## config.mk

```make
export PLATFORM = sky130hd
export DESIGN_NAME = rr_run_detect_arbiter_flat
export DESIGN_NICKNAME = d
export VERILOG_FILES = /design/src/rtl/rr_run_detect_arbiter_if.sv /design/src/rtl/rr_run_detect_arbiter.sv /design/src/flat_wrapper.sv
export SDC_FILE = /design/constraint.sdc
export NUM_CORES = 1
export LEC_CHECK = 0
export ABC_AREA = 1
export BUFFER_PORTS_ARGS = -buffer_cell sky130_fd_sc_hd__buf_4
export CORE_ASPECT_RATIO = 1.5
export CORE_UTILIZATION = 45
export DETAILED_ROUTE_END_ITERATION = 8
export PLACE_DENSITY = 0.66
export SETUP_SLACK_MARGIN = 0.2
export SYNTH_ARGS = -nofsm -noshare
export SYNTH_HDL_FRONTEND = slang
export SYNTH_SLANG_ARGS = --single-unit
```

## constraint.sdc

```tcl
create_clock -name CLK -period 2.3 [get_ports CLK]
set_clock_uncertainty 0.1 [all_clocks]
set_input_delay 0.345 -clock CLK [delete_from_list [all_inputs] [get_ports CLK]]
set_output_delay 0.345 -clock CLK [all_outputs]
set_load 0.005 [all_outputs]
```

## src/rtl/rr_run_detect_arbiter_if.sv

```systemverilog
// Request/grant/detect bundle between N serial-bit requesters and the
// shared run-of-ones detector arbiter.
interface rr_run_detect_arbiter_if #(
    parameter int N = 4
);
    localparam int OW = (N > 1) ? $clog2(N) : 1;

    logic [N-1:0]  REQ;
    logic [N-1:0]  X;
    logic [N-1:0]  GNT;
    logic [OW-1:0] OWNER;
    logic          BUSY;
    logic [N-1:0]  DET;

    // Requester side drives requests and serial bits.
    modport master (
        output REQ, X,
        input  GNT, OWNER, BUSY, DET
    );

    // Arbiter side.
    modport slave (
        input  REQ, X,
        output GNT, OWNER, BUSY, DET
    );
endinterface

```

## src/rtl/rr_run_detect_arbiter.sv

```systemverilog
// Round-robin arbiter sharing one run-of-ones detector among N serial
// requesters. The owner streams bits on its X lane; RUN_LEN consecutive 1s
// raise that owner's DET bit. FSM: IDLE -> OWN -> FLUSH -> IDLE.
// Optional build macro ARB_BURST_LIMIT_EN: force release after MAX_BURST
// samples in one grant; when undefined the owner keeps the grant until its
// REQ drops.
module rr_run_detect_arbiter #(
    parameter int N         = 4,
    parameter int RUN_LEN   = 3,
    parameter int MAX_BURST = 16
) (
    input logic CLK,
    input logic RST,
    rr_run_detect_arbiter_if.slave bus
);
    localparam int OW = (N > 1) ? $clog2(N) : 1;
    localparam int RW = $clog2(RUN_LEN + 1);
    localparam int BW = $clog2(MAX_BURST + 1);
    localparam logic [RW-1:0] RL   = RW'(RUN_LEN);
    localparam logic [BW-1:0] MB   = BW'(MAX_BURST);
    localparam logic [OW-1:0] LAST = OW'(N - 1);

    typedef enum logic [1:0] {IDLE, OWN, FLUSH} state_t;

    state_t        state, state_n;
    logic [N-1:0]  gnt, gnt_n;
    logic [N-1:0]  det, det_n;
    logic [OW-1:0] owner, owner_n;
    logic [OW-1:0] ptr, ptr_n;
    logic [RW-1:0] run, run_n;
    logic [BW-1:0] burst, burst_n;

    logic [OW-1:0] sel, idx;
    logic          found;

    // Round-robin pick: first requester strictly after ptr, wrapping.
    always_comb begin
        sel   = '0;
        idx   = ptr;
        found = 1'b0;
        for (int i = 0; i < N; i++) begin
            idx = (idx == LAST) ? '0 : idx + OW'(1);
            if (!found && bus.REQ[idx]) begin
                found = 1'b1;
                sel   = idx;
            end
        end
    end

    // Next-state, grant, run/burst counting and detection.
    always_comb begin
        state_n = state;
        gnt_n   = gnt;
        det_n   = det;
        owner_n = owner;
        ptr_n   = ptr;
        run_n   = run;
        burst_n = burst;
        case (state)
            IDLE: begin
                if (found) begin
                    state_n      = OWN;
                    gnt_n        = '0;
                    gnt_n[sel]   = 1'b1;
                    owner_n      = sel;
                    det_n        = '0;
                    run_n        = '0;
                    burst_n      = '0;
                end
            end
            OWN: begin
                if (!bus.REQ[owner]) begin
                    state_n = FLUSH;
                    gnt_n   = '0;
                    det_n   = '0;
                    run_n   = '0;
                    burst_n = '0;
                end else begin
                    // Run saturates at RUN_LEN so a long run never wraps.
                    if (bus.X[owner])
                        run_n = (run == RL) ? run : run + RW'(1);
                    else
                        run_n = '0;
                    // Saturating so the no-limit build never wraps either.
                    burst_n = (burst == MB) ? burst : burst + BW'(1);
                    det_n   = '0;
                    if (run_n == RL)
                        det_n[owner] = 1'b1;
`ifdef ARB_BURST_LIMIT_EN
                    // The sample just taken was the last one this grant allows.
                    if (burst_n == MB) begin
                        state_n = FLUSH;
                        gnt_n   = '0;
                        det_n   = '0;
                        run_n   = '0;
                        burst_n = '0;
                    end
`endif
                end
            end
            FLUSH: begin
                // Releasing owner becomes lowest priority next round.
                state_n = IDLE;
                ptr_n   = owner;
            end
            default: state_n = IDLE;
        endcase
    end

    // State and output registers; reset gives requester 0 first priority.
    always_ff @(posedge CLK) begin
        if (RST) begin
            state <= IDLE;
            gnt   <= '0;
            det   <= '0;
            owner <= '0;
            ptr   <= LAST;
            run   <= '0;
            burst <= '0;
        end else begin
            state <= state_n;
            gnt   <= gnt_n;
            det   <= det_n;
            owner <= owner_n;
            ptr   <= ptr_n;
            run   <= run_n;
            burst <= burst_n;
        end
    end

    assign bus.GNT   = gnt;
    assign bus.DET   = det;
    assign bus.OWNER = owner;
    assign bus.BUSY  = (state != IDLE);
endmodule

```

## src/flat_wrapper.sv

```systemverilog
// flat-port wrapper written by rule: the top's interface ports become plain ports
module rr_run_detect_arbiter_flat 
#(
    parameter int N         = 4,
    parameter int RUN_LEN   = 3,
    parameter int MAX_BURST = 16
)
  (CLK, RST, bus_REQ, bus_X, bus_GNT, bus_OWNER, bus_BUSY, bus_DET);
  rr_run_detect_arbiter_if #(.N(N)) bus_i ();
  input logic CLK;
  input logic RST;
  input wire logic [$bits(bus_i.REQ)-1:0] bus_REQ;
  input wire logic [$bits(bus_i.X)-1:0] bus_X;
  output wire logic [$bits(bus_i.GNT)-1:0] bus_GNT;
  output wire logic [$bits(bus_i.OWNER)-1:0] bus_OWNER;
  output wire logic [$bits(bus_i.BUSY)-1:0] bus_BUSY;
  output wire logic [$bits(bus_i.DET)-1:0] bus_DET;
  assign bus_i.REQ = bus_REQ;
  assign bus_i.X = bus_X;
  assign bus_GNT = bus_i.GNT;
  assign bus_OWNER = bus_i.OWNER;
  assign bus_BUSY = bus_i.BUSY;
  assign bus_DET = bus_i.DET;
  rr_run_detect_arbiter #(.N(N), .RUN_LEN(RUN_LEN), .MAX_BURST(MAX_BURST)) u_core (.CLK(CLK), .RST(RST), .bus(bus_i));
endmodule
```

==> results.ini <==
[setup_path]
worst-path-buf-inv = 1
crit_type = reg -> reg
start_kind = flip-flop
critPathMaxStageDelay_ns = 0.38
cp.arrival_ns = 2.10
cp-end-kind = flip-flop
worstPathCellList = ha_4 -> inv_1 -> nand2_4 -> nand2_1 -> nand3_2 -> nand2_2 -> nand3_4 -> nor2_4 -> nand2_2 -> nand2_4 -> nand2_2 -> a21oi_2
crit_top_cell = nand2_2
required_ns = 2.44
crit_slowest_cell = dfxtp_4
cp_max_fo = 8
critical_path.top_delay_family = simple AND/OR/NAND/NOR gates

[timing]
fin_setup_tns_ns = 0
final_hold_viol_count = 0
rsz0062_at_grt = no
worstMarginPinSlew_ns = 0.4699
max_freq_ghz = 0.5105
setup_viol = 0
relSlewSlack = 0.6843
fin_crit_sh = 0.8518
period_minus_slack_ns = 1.959
whs_ns = 0.2387
finalMaxSlewViolations = 0

[global_route]
grt_pass1_wl_um = 4498
antenna_found_initial = 0
grt_pass1_vias = 1084
grt_max_degree = 16
overflow = 0
grt_usage = 0.2157

[clocking]
root_buffer = clkbuf_4
path_clk_slew_ns = 0.11
cts_hold_buffers = 0
cts_tree = done
clock_latency_ns = 0.30
cts_max_level = 1
clkSinkCount = 16
cts_buffers = 3
clockBufferDepth = 2

[layout]
layout_common_cells = nand2_1 (49), buf_4 (24), inv_1 (20)
insertedDiodeCount = 0
layout-drive-gt1-share = 0.3812
final_common_cell = nand2_1
utilization = 0.5889
final_net_count = 214
area_growth_pct = 23.52

[logic_synthesis]
yosysUniqueCellTypes = 26
synth_seq_area_share = 0.2712
synth_cells = 176
syn_nets = 187
syn_area_um2 = 1181
ys_ff_latch = 16
synth_top_area_frac = 0.2712
yosysWarnings = 0
yosysTopAreaCell = dfxtp_1
ys_top_cells_by_area = dfxtp_1 (27%), nand2_1 (16%), nand2_2 (8.5%), a21oi_2 (6.7%), inv_1 (6.4%)
synth.avg_cell_area_um2 = 6.711

[die]
rows = 22
start_util = 0.4768
die_y_um = 64.75
die_area_um2 = 2838
core_um2 = 2477
io_pins = 21
die_w_um = 43.83

[routing]
antenna_left = 0
wirelength_um = 2578
drc = 1
drt_iter0_drc = 28
via_count = 1153
drt_pass1_iterations = 6
drt-wirelength-per-cell_um = 11.41
vias_per_cell = 5.102

[placed_design]
portBuffers = 20
gp_congestion = 0.7713
hpwl_um = 2030

[pwr]
powerDensity_nw_per_um2 = 763.5
irDropWorstVdd_uv = 359.8
power.leakage_nw = 0.7046

[run_status]
outcome = complete, but fails checks
violations = design-rule violations

[job]
cap_violations = 0

[hold_path]
min_path_type = in -> reg

## metal layers
layer  track usage  part of all wire
met1        0.2449              0.42
met2        0.3713              0.52
met3       0.01671             0.031
met4        0.1406             0.025
met5             0                 0
## flip-flops by register name, summed over array words and instances (netlist names)
signal,cells
u_core.bus.DET,4
u_core.bus.GNT,4
u_core.bus.OWNER,2
u_core.ptr,2
u_core.run,2
u_core.state,2
## synthesized netlist by cell type
library cell	number
clkbuf_1	1
nand2_2	16
o21ai_1	3
inv_1	20
nand3b_1	1
nor3_2	1
nor3_1	3
a21oi_2	9
nand3_1	11
nand2_1	49
buf_6	1
nand3_4	1
o21ai_4	2
nor2_2	4
nor2_1	11
nor4_1	1
a21oi_1	8
inv_2	5
nand4_1	1
dfxtp_1	16
nand3_2	2
ha_1	1
a211oi_1	1
nand2_4	5
nor2_4	1
o21ai_0	2
## layout make-up
| type | instances | area (um^2) |
|---|---|---|
| Fill cell | 253 | 1018 |
| Multi-Input combinational cell | 133 | 792.0 |
| Sequential cell | 16 | 324.1 |
| Timing Repair Buffer | 24 | 180.2 |
| Inverter | 25 | 96.34 |
| Clock buffer | 4 | 36.28 |
| Tap cell | 24 | 30.03 |
## worst paths after layout
check,start,to,slack [ns],depth (start not counted)
min,RST,u_core.bus.DET[0],0.24,2
max reg2reg,u_core.ptr[0],u_core.bus.DET[2],0.34,12
max,u_core.ptr[0],u_core.bus.DET[2],0.34,12
min reg2reg,u_core.bus.DET[0],u_core.bus.DET[0],0.37,2
## through the flow
step	setup slack (ns)	std cells	total power, mW	cell area [um^2]
6_report	0.3409	226	1.114	1459
5_1_grt	0.2144	226	1.205	1459
4_1_cts	0.2385	226	1.082	1414
3_5_place_dp	0.1164	218	0.8812	1346
3_3_place_gp	0.1439	218	0.8742	1346
2_1_floorplan	0.3883	176	0.7491	1181
## kinds of logic (layout without fill, tap and decap cells)
family,after synthesis,in the layout,share of synthesized area
and+or+nand+nor,107,107,0.4703
adders and majority gates,1,1,0.01059
DFF,16,16,0.2712
buffers and inverters,27,53,0.09216
AOI/OAI and AO/OA,25,25,0.1557
## power by group
| group | total [mW] | leakage, nW | switching [mW] | internal (mW) |
|---|---|---|---|---|
| clock | 0.197 | 0.0210 | 0.100 | 0.0967 |
| sequential | 0.357 | 0.130 | 0.0395 | 0.317 |
| combinational | 0.561 | 0.553 | 0.347 | 0.213 |
## repair_timing
action,4_1_cts,5_1_grt
resized for setup,1,9
buffers inserted,4,0
pin swaps,1,3
endpoints found under the setup margin,12,12
cloned,0,0
No activity file was read; power rests on OpenSTA's default activity.
